File: config.mk
export PLATFORM = sky130hd
export DESIGN_NAME = bldc_six_step_pwm
export DESIGN_NICKNAME = d
export VERILOG_FILES = /design/src/rtl/bldc_six_step_pwm.sv
export SDC_FILE = /design/constraint.sdc
export NUM_CORES = 1
export LEC_CHECK = 0
export CAP_MARGIN = 15
export CORE_MARGIN = 5
export CORE_UTILIZATION = 45
export DETAILED_ROUTE_END_ITERATION = 12
export DONT_BUFFER_PORTS = 1
export GPL_TIMING_DRIVEN = 0
export PLACE_DENSITY = 0.56
export SYNTH_ARGS = -nofsm -noshare
export SYNTH_HDL_FRONTEND = slang
export SYNTH_SLANG_ARGS = --single-unit
File: constraint.sdc
create_clock -name OPB_CLK -period 2.8 [get_ports OPB_CLK]
set_input_delay 0.42 -clock OPB_CLK [delete_from_list [all_inputs] [get_ports OPB_CLK]]
set_output_delay 0.42 -clock OPB_CLK [all_outputs]
set_load 0.01 [all_outputs]
File: src/rtl/bldc_six_step_pwm.sv
// Six-step BLDC commutation with a programmable PWM carrier, per-switch dead time,
// commutation-rate divider, direction control and a mid-on-time ADC sample strobe.
//
// step | meaning ({AH,AL,BH,BL,CH,CL} drive pattern)
// S0   | 100110
// S1   | 100101
// S2   | 101001
// S3   | 011001
// S4   | 011010
// S5   | 010110
module bldc_six_step_pwm #(
  parameter int CNT_W      = 16,
  parameter int DT_W       = 8,
  parameter int PERIOD_RST = 1599,
  parameter int DEAD_RST   = 32
) (
  input  logic        OPB_CLK,
  input  logic        OPB_RST,
  input  logic [31:0] MOT_ADDR,
  input  logic [31:0] MOT_DI,
  input  logic        MOT_WE,
  input  logic        MOT_RE,
  output logic [31:0] MOT_DO,
  output logic [5:0]  PWM_OUT,
  output logic        DRV_EN,
  output logic        CURR_SAMP
);

  localparam logic [2:0] A_CTRL     = 3'd0;
  localparam logic [2:0] A_PERIOD   = 3'd1;
  localparam logic [2:0] A_DUTY     = 3'd2;
  localparam logic [2:0] A_DEAD     = 3'd3;
  localparam logic [2:0] A_STEP_DIV = 3'd4;
  localparam logic [2:0] A_STATUS   = 3'd5;

  typedef enum logic [2:0] {
    S0 = 3'd0,
    S1 = 3'd1,
    S2 = 3'd2,
    S3 = 3'd3,
    S4 = 3'd4,
    S5 = 3'd5
  } step_e;

  logic [3:0]       r_ctrl;
  logic [CNT_W-1:0] r_period;
  logic [CNT_W-1:0] r_duty;
  logic [DT_W-1:0]  r_dead;
  logic [CNT_W-1:0] r_step_div;

  logic [CNT_W-1:0] r_period_act;
  logic [CNT_W-1:0] r_duty_act;
  logic [CNT_W-1:0] r_cnt;
  logic [CNT_W-1:0] r_pcnt;

  step_e            r_step;
  step_e            w_step_nxt;

  logic [DT_W-1:0]  r_dc [6];
  logic [5:0]       r_pwm_out;
  logic             r_drv_en;

  logic             w_run;
  logic             w_dir;
  logic             w_samp_en;
  logic             w_wrap;
  logic             w_adv;
  logic             w_pwm_on;
  logic [5:0]       w_tbl;
  logic [5:0]       w_req;
  logic [31:0]      w_rdata;
  logic             w_unused;

  assign w_run     = r_ctrl[0];
  assign w_dir     = r_ctrl[1];
  assign w_samp_en = r_ctrl[3];
  assign w_unused  = &{1'b0, MOT_ADDR[31:3], MOT_DI[31:CNT_W]};

  always_ff @(posedge OPB_CLK) begin
    if (OPB_RST) begin
      r_ctrl     <= '0;
      r_period   <= CNT_W'(PERIOD_RST);
      r_duty     <= '0;
      r_dead     <= DT_W'(DEAD_RST);
      r_step_div <= '0;
    end else if (MOT_WE) begin
      case (MOT_ADDR[2:0])
        A_CTRL:     r_ctrl     <= MOT_DI[3:0];
        A_PERIOD:   r_period   <= MOT_DI[CNT_W-1:0];
        A_DUTY:     r_duty     <= MOT_DI[CNT_W-1:0];
        A_DEAD:     r_dead     <= MOT_DI[DT_W-1:0];
        A_STEP_DIV: r_step_div <= MOT_DI[CNT_W-1:0];
        default: ;
      endcase
    end
  end

  // Shadows track the register file while stopped so a restart uses fresh values.
  assign w_wrap = w_run && (r_cnt == r_period_act);
  assign w_adv  = w_wrap && (r_pcnt >= r_step_div);

  always_ff @(posedge OPB_CLK) begin
    if (OPB_RST) begin
      r_cnt        <= '0;
      r_pcnt       <= '0;
      r_period_act <= CNT_W'(PERIOD_RST);
      r_duty_act   <= '0;
    end else if (!w_run) begin
      r_cnt        <= '0;
      r_pcnt       <= '0;
      r_period_act <= r_period;
      r_duty_act   <= r_duty;
    end else if (w_wrap) begin
      r_cnt        <= '0;
      r_period_act <= r_period;
      r_duty_act   <= r_duty;
      r_pcnt       <= w_adv ? '0 : r_pcnt + 1'b1;
    end else begin
      r_cnt        <= r_cnt + 1'b1;
    end
  end

  always_ff @(posedge OPB_CLK) begin
    if (OPB_RST) r_step <= S0;
    else         r_step <= w_step_nxt;
  end

  always_comb begin
    w_step_nxt = r_step;
    w_tbl      = 6'b000000;
    case (r_step)
      S0: begin
        w_tbl = 6'b100110;
        if (w_adv) w_step_nxt = w_dir ? S5 : S1;
      end
      S1: begin
        w_tbl = 6'b100101;
        if (w_adv) w_step_nxt = w_dir ? S0 : S2;
      end
      S2: begin
        w_tbl = 6'b101001;
        if (w_adv) w_step_nxt = w_dir ? S1 : S3;
      end
      S3: begin
        w_tbl = 6'b011001;
        if (w_adv) w_step_nxt = w_dir ? S2 : S4;
      end
      S4: begin
        w_tbl = 6'b011010;
        if (w_adv) w_step_nxt = w_dir ? S3 : S5;
      end
      S5: begin
        w_tbl = 6'b010110;
        if (w_adv) w_step_nxt = w_dir ? S4 : S0;
      end
      default: w_step_nxt = S0;
    endcase
  end

  // High sides (bits 5,3,1) are chopped by the carrier; low sides follow the table.
  assign w_pwm_on = (r_cnt < r_duty_act);
  assign w_req    = w_run ? (w_tbl & (w_pwm_on ? 6'b111111 : 6'b010101)) : 6'b000000;

  always_ff @(posedge OPB_CLK) begin
    if (OPB_RST) begin
      for (int i = 0; i < 6; i++) r_dc[i] <= '0;
      r_pwm_out <= '0;
      r_drv_en  <= 1'b0;
    end else begin
      for (int i = 0; i < 6; i++) begin
        if (!w_req[i])              r_dc[i] <= '0;
        else if (r_dc[i] < r_dead)  r_dc[i] <= r_dc[i] + 1'b1;
        else                        r_dc[i] <= r_dead;
        r_pwm_out[i] <= w_req[i] && (r_dc[i] == r_dead);
      end
      r_drv_en <= r_ctrl[2];
    end
  end

  assign PWM_OUT   = r_pwm_out;
  assign DRV_EN    = r_drv_en;
  assign CURR_SAMP = w_run && w_samp_en && (r_duty_act != '0) && (r_cnt == (r_duty_act >> 1));

  always_comb begin
    w_rdata = '0;
    case (MOT_ADDR[2:0])
      A_CTRL:     w_rdata[3:0]       = r_ctrl;
      A_PERIOD:   w_rdata[CNT_W-1:0] = r_period;
      A_DUTY:     w_rdata[CNT_W-1:0] = r_duty;
      A_DEAD:     w_rdata[DT_W-1:0]  = r_dead;
      A_STEP_DIV: w_rdata[CNT_W-1:0] = r_step_div;
      A_STATUS: begin
        w_rdata[2:0]        = r_step;
        w_rdata[3]          = w_run;
        w_rdata[CNT_W+15:16] = r_pcnt;
      end
      default: ;
    endcase
  end

  assign MOT_DO = MOT_RE ? w_rdata : 32'h0;

endmodule

# Word level (Yosys, flattened, before mapping)
# Memory sizes are Yosys's and may differ from the RTL's.
# Cells that the tools add are included.
# word_totals
register_bits,134
ramBits,48
in_bits,68
out_inout_bits,40
word_cells,208
memories,1
# classes
addsub,8
order_cmp,8
eq_ne,25
mux,112
bitwise_logic,20
reduce_logical,22
# memory_table
memory,depth,width,read_ports,rd_ports_with_merged_regs,wr,line,rtl
r_dc,6,8,6,0,6,59,logic [DT_W-1:0] r_dc [6];
# ops
operator,count
2-to-1 mux 8 bit,18
2-to-1 mux 16 bit,6
2-to-1 mux 1 bit,68
"adder 8 x 1 -> 8 bit, second input constant",6
equality test 8 bit,6
less-than comparator 8 bit,6
case mux 6 bit (6 select lines),1
"adder 16 x 1 -> 16 bit, second input constant",2
2-to-1 mux 32 bit,1
2-to-1 mux 3 bit,10
case mux 4 bit (6 select lines),1
case mux 8 bit (3 select lines),1
OR 1 bit,18
case mux 3 bit (6 select lines),1
equality test 16 x 15 -> 1 bit,1
equality test 16 bit,1
greater-or-equal comparator 16 bit,1
less-than comparator 16 bit,1
case mux 4 bit (4 select lines),1
nonzero test 16 bit,1
"equality test 3 x 2 -> 1 bit, second input constant",4
"equality test 3 bit, second input constant",4
2-to-1 mux 6 bit,2
"!= test 2 bit, second input constant",6
other kinds (11),28

# Logic depth before layout (Yosys ltp)
# depth
depth_word,10
mapped_depth,11
mapped_depth_nobuf,9

# Least setup slack after synthesis
# Ideal clock, no wire load.
# synth_path
kind,register to register
from,register r_dead[1]
to,"memory r_dc[5][0], data pin"
setup_ns,0.273
arrival_time_ns,2.189
t_required_ns,2.527
setup_slack_ns,0.339
stages_incl_launch_ff,12
n_path_buf,2
period_less_slack_ns,2.461
cell_sequence,dfxtp_1 clkbuf_1 inv_1 ha_1 nor2b_1 o21ai_0 nand2b_1 a21oi_1 o21ai_0 clkbuf_1 mux2i_1 nor2_1
# synth_rtl
element,line,rtl
start: declaration,48,logic [DT_W-1:0] r_dead;
start signal: assignment,84,r_dead <= DT_W'(DEAD_RST);
start signal: assignment,91,A_DEAD: r_dead <= MOT_DI[DT_W-1:0];
end: declaration,59,

==> out/qor.csv <==
metric,value,unit
status,finished clean,
Starting DRT DRC Count,482,
DRT Wirelength,27230,um
DP Area,11160,um^2
final worst slack,0.1845,ns
initial antenna violation count,0,
Hold Worst Slack,0.09881,ns
Slowest Stage Delay on Critical Path,0.48,ns
crit share post-route,93.41,%
diode count,0,
Hold Path Class,in2reg,
Clock Latency Late Sink,0.44,ns
met3 Usage GRT,4.315,%
Reg power frac,49.8,%
critical path's top delay family,buffers and inverters,
final hold vios,0,
Syn Area/Cell,8.608,um^2
Initial Util,45.38,%
Clock power frac,42.3,%
Final ANT Viol Nets,0,
power share of the combinational group,7.9,%
worst vdd ir,0.0003609,V
# setup viols final,0,
synthesized flop and latch total,182,
max-slew violation count,0,
H-tree depth,4,
Slew headroom,36.29,%
ys async rst share,0,%
CP max FO,10,
core box area,23330,um^2
post-synthesis adder-cell area fraction,10.28,%
clock root cell,clkbuf_16,
fin area,11770,um^2
I/O Pins,108,
Pwr Density,477.8,nW/um^2
total number of vias,8451,
clock tree sinks,182,
"Clk pin slew, worst setup/hold paths",0.07,ns
Post-Synth Simple-Gate Area,21.04,%
Pleak,0.004594,uW
slew at the pin closest to its max-slew limit,0.9484,ns
RSZ-0062 raised after global routing,false,
maximum clock insertion buffer count,2,
chip height,163.4,um
Overflow after GRT,0,
M1 GR Usage,28.50,%
ys flop type,dfxtp_1,
num rows,56,
clk_skew,0.01207,ns
WP buf/inv,2,
Fillers,2308,
area fraction in compound gates after synthesis,13.00,%
sequential fraction of the synthesis area,38.95,%
Port Buffers,0,
NumNets Final,1452,
GRT Util Overall,21.00,%
largest family of logic cells by synthesized area,simple AND/OR/NAND/NOR gates,
routability cong.,0.8494,
cts hold-fix bufs,0,
DRT Pass-1 Iters,5,
met2 Use GR,34.25,%
first-pass GRT wire length,44240,um
"worst slack, placed",-0.5405,ns
Crit Path Class,reg2reg,
Sw Ratio,26.68,%
gr busiest metal,met2,
share of Yosys cell area claimed by the top area cell type,25.34,%
xor and xnor fraction of the mapped netlist area,8.024,%
fin cells,1629,
maximum capacitance violations,0,
Int Pwr,4122,uW
post-synth cell types,51,
Ys Warns,0,
minimum clock period after layout,2.616,ns
Post-Syn Area,10590,um^2
top area cells in the synthesized netlist,"dfxtp_1 25%, edfxtp_1 14%, ha_1 10%",
Die Area,26700,um^2
vias per cell,5.188,
CP Capture Type,flop,
synth cell count leaders,"165 x nor2_1, 139 x nand2_1, 134 x dfxtp_1",
Die W,163.4,um
# DRC,0,
largest net degree at the start of global routing,19,
Setup crit start kind,flop,
register area,4125,um^2
Slowest cell on crit path,dfxtp_2,
crit-path cells,"inv_1, ha_1, nor2b_1, o21ai_0, nand2b_1, a21oi_1, o21ai_1, clkbuf_2, mux2i_1, nor2_1",
"count leader, synth",nor2_1,
largest area contributor in the netlist,dfxtp_1,
number of synthesized flops with an enable pin,48,
vias in the first global route,8269,
Inserted Clock Buffers,17,
footprint of the multi-input gates,6146,um^2
f_max,382.3,MHz
HPWL after DPL,20530,um
CP arrival,2.78,ns
ratio of cells with drive above 1 in the final layout,6.031,%
sw power,1500,uW
routed len/inst,16.71,um
mux contribution to synthesized area,3.900,%
Synth-to-Final Area Change,11.14,%
synthesized instance count,1230,
Worst Path Required,2.96,ns
CTS tree,yes,
total placed cells including tap cells,1596,
==> sequential cells by signal (all words and copies together), names as in the netlist <==
name / flops
r_period_act: 16
r_pcnt: 16
r_ctrl: 4
r_dc: 48
r_duty_act: 16
DRV_EN: 1
r_step: 3
r_period: 16
r_step_div: 16
r_duty: 16
r_cnt: 16
PWM_OUT: 6
r_dead: 8
==> area by class of cell <==
type	instances	area share [%]
Inverter	61	1.956
Sequential cell	182	35.06
Clock inverter	14	1.106
Multi-Input combinational cell	970	52.23
Timing Repair Buffer	2	0.1276
Buffer	63	2.403
Clock buffer	18	3.732
Tap cell	319	3.392
==> power groups by stage <==
stage / registers (uW) / logic [uW] / clock network (uW)
2_1_floorplan: 2840 / 330 / 0
3_3_place_gp: 2860 / 427 / 0
3_5_place_dp: 2860 / 428 / 0
4_1_cts: 2800 / 432 / 2430
5_1_grt: 2810 / 508 / 2550
6_report: 2800 / 445 / 2380
==> metal layers <==
| layer | wire [um] | up-vias |
|---|---|---|
| met1 | 12850 | 3913 |
| met3 | 1176 | 31 |
| met2 | 12690 | 161 |
| met4 | 515 | 0 |
| li1 | - | 4346 |
| met5 | 0 | - |
==> cells by family (layout without fill, tap and decap cells) <==
family,Yosys count,count (layout)
compound gates,219,219
xor+xnor,97,97
fa+ha+maj,87,87
buf+inv,125,158
flops,182,182
mux,37,37
other cells,1,48
simple gates,482,482
==> worst reg2reg max path, stage by stage, from the launching register on <==
cell	delay, ns
dfxtp_2	0.48
inv_1	0.24
ha_1	0.36
nor2b_1	0.12
o21ai_0	0.07
nand2b_1	0.07
a21oi_1	0.08
o21ai_1	0.34
clkbuf_2	0.32
mux2i_1	0.22
nor2_1	0.05
==> through the flow <==
stage	total power [uW]	setup TNS, ns	utilization, %
2_1_floorplan	3173	0	-
3_3_place_gp	3287	-16.35	47.84
3_5_place_dp	3290	-17.35	47.84
4_1_cts	5662	0	50.31
5_1_grt	5865	0	50.43
6_report	5622	0	50.43
==> timing repair <==
action                                  CTS  global route
cloned                                    0             0
endpoints found under the hold margin     0             0
buffers inserted                          0             2
endpoints found under the setup margin   47            40
gates resized for setup                  11            10
pin swaps                                 0             1
==> cells in the final DEF (no fill, tap or decap), drive strengths merged, types with 8 or more instances in the layout <==
cell	netlist	layout
nor2	165	165
nand2	139	139
dfxtp	134	134
a21oi	93	93
ha	87	87
inv	60	70
clkbuf	48	65
xnor2	63	63
edfxtp	48	48
conb	1	48
a211oi	38	38
nand3	36	36
xor2	34	34
mux2i	30	30
nand4	26	26
and2	25	25
o21ai	25	25
a21o	24	24
buf	16	18
nor2b	16	16
nor3	16	16
nand2b	15	15
and3	14	14
a22oi	12	12
a211o	12	12
nor4	10	10
nand3b	8	8
==> final timing paths <==
path / start / cells after the start / endpoint / slack, ns
hold / removal: MOT_DI[5] / 1 / r_dead[5] / 0.1
hold reg to reg: r_step_div[3] / 2 / r_step_div[3] / 0.46
setup / recovery: r_dead[1] / 10 / r_dc[3][0] / 0.18
setup reg to reg: r_dead[1] / 10 / r_dc[3][0] / 0.18
(Power assumes the default switching activity.)
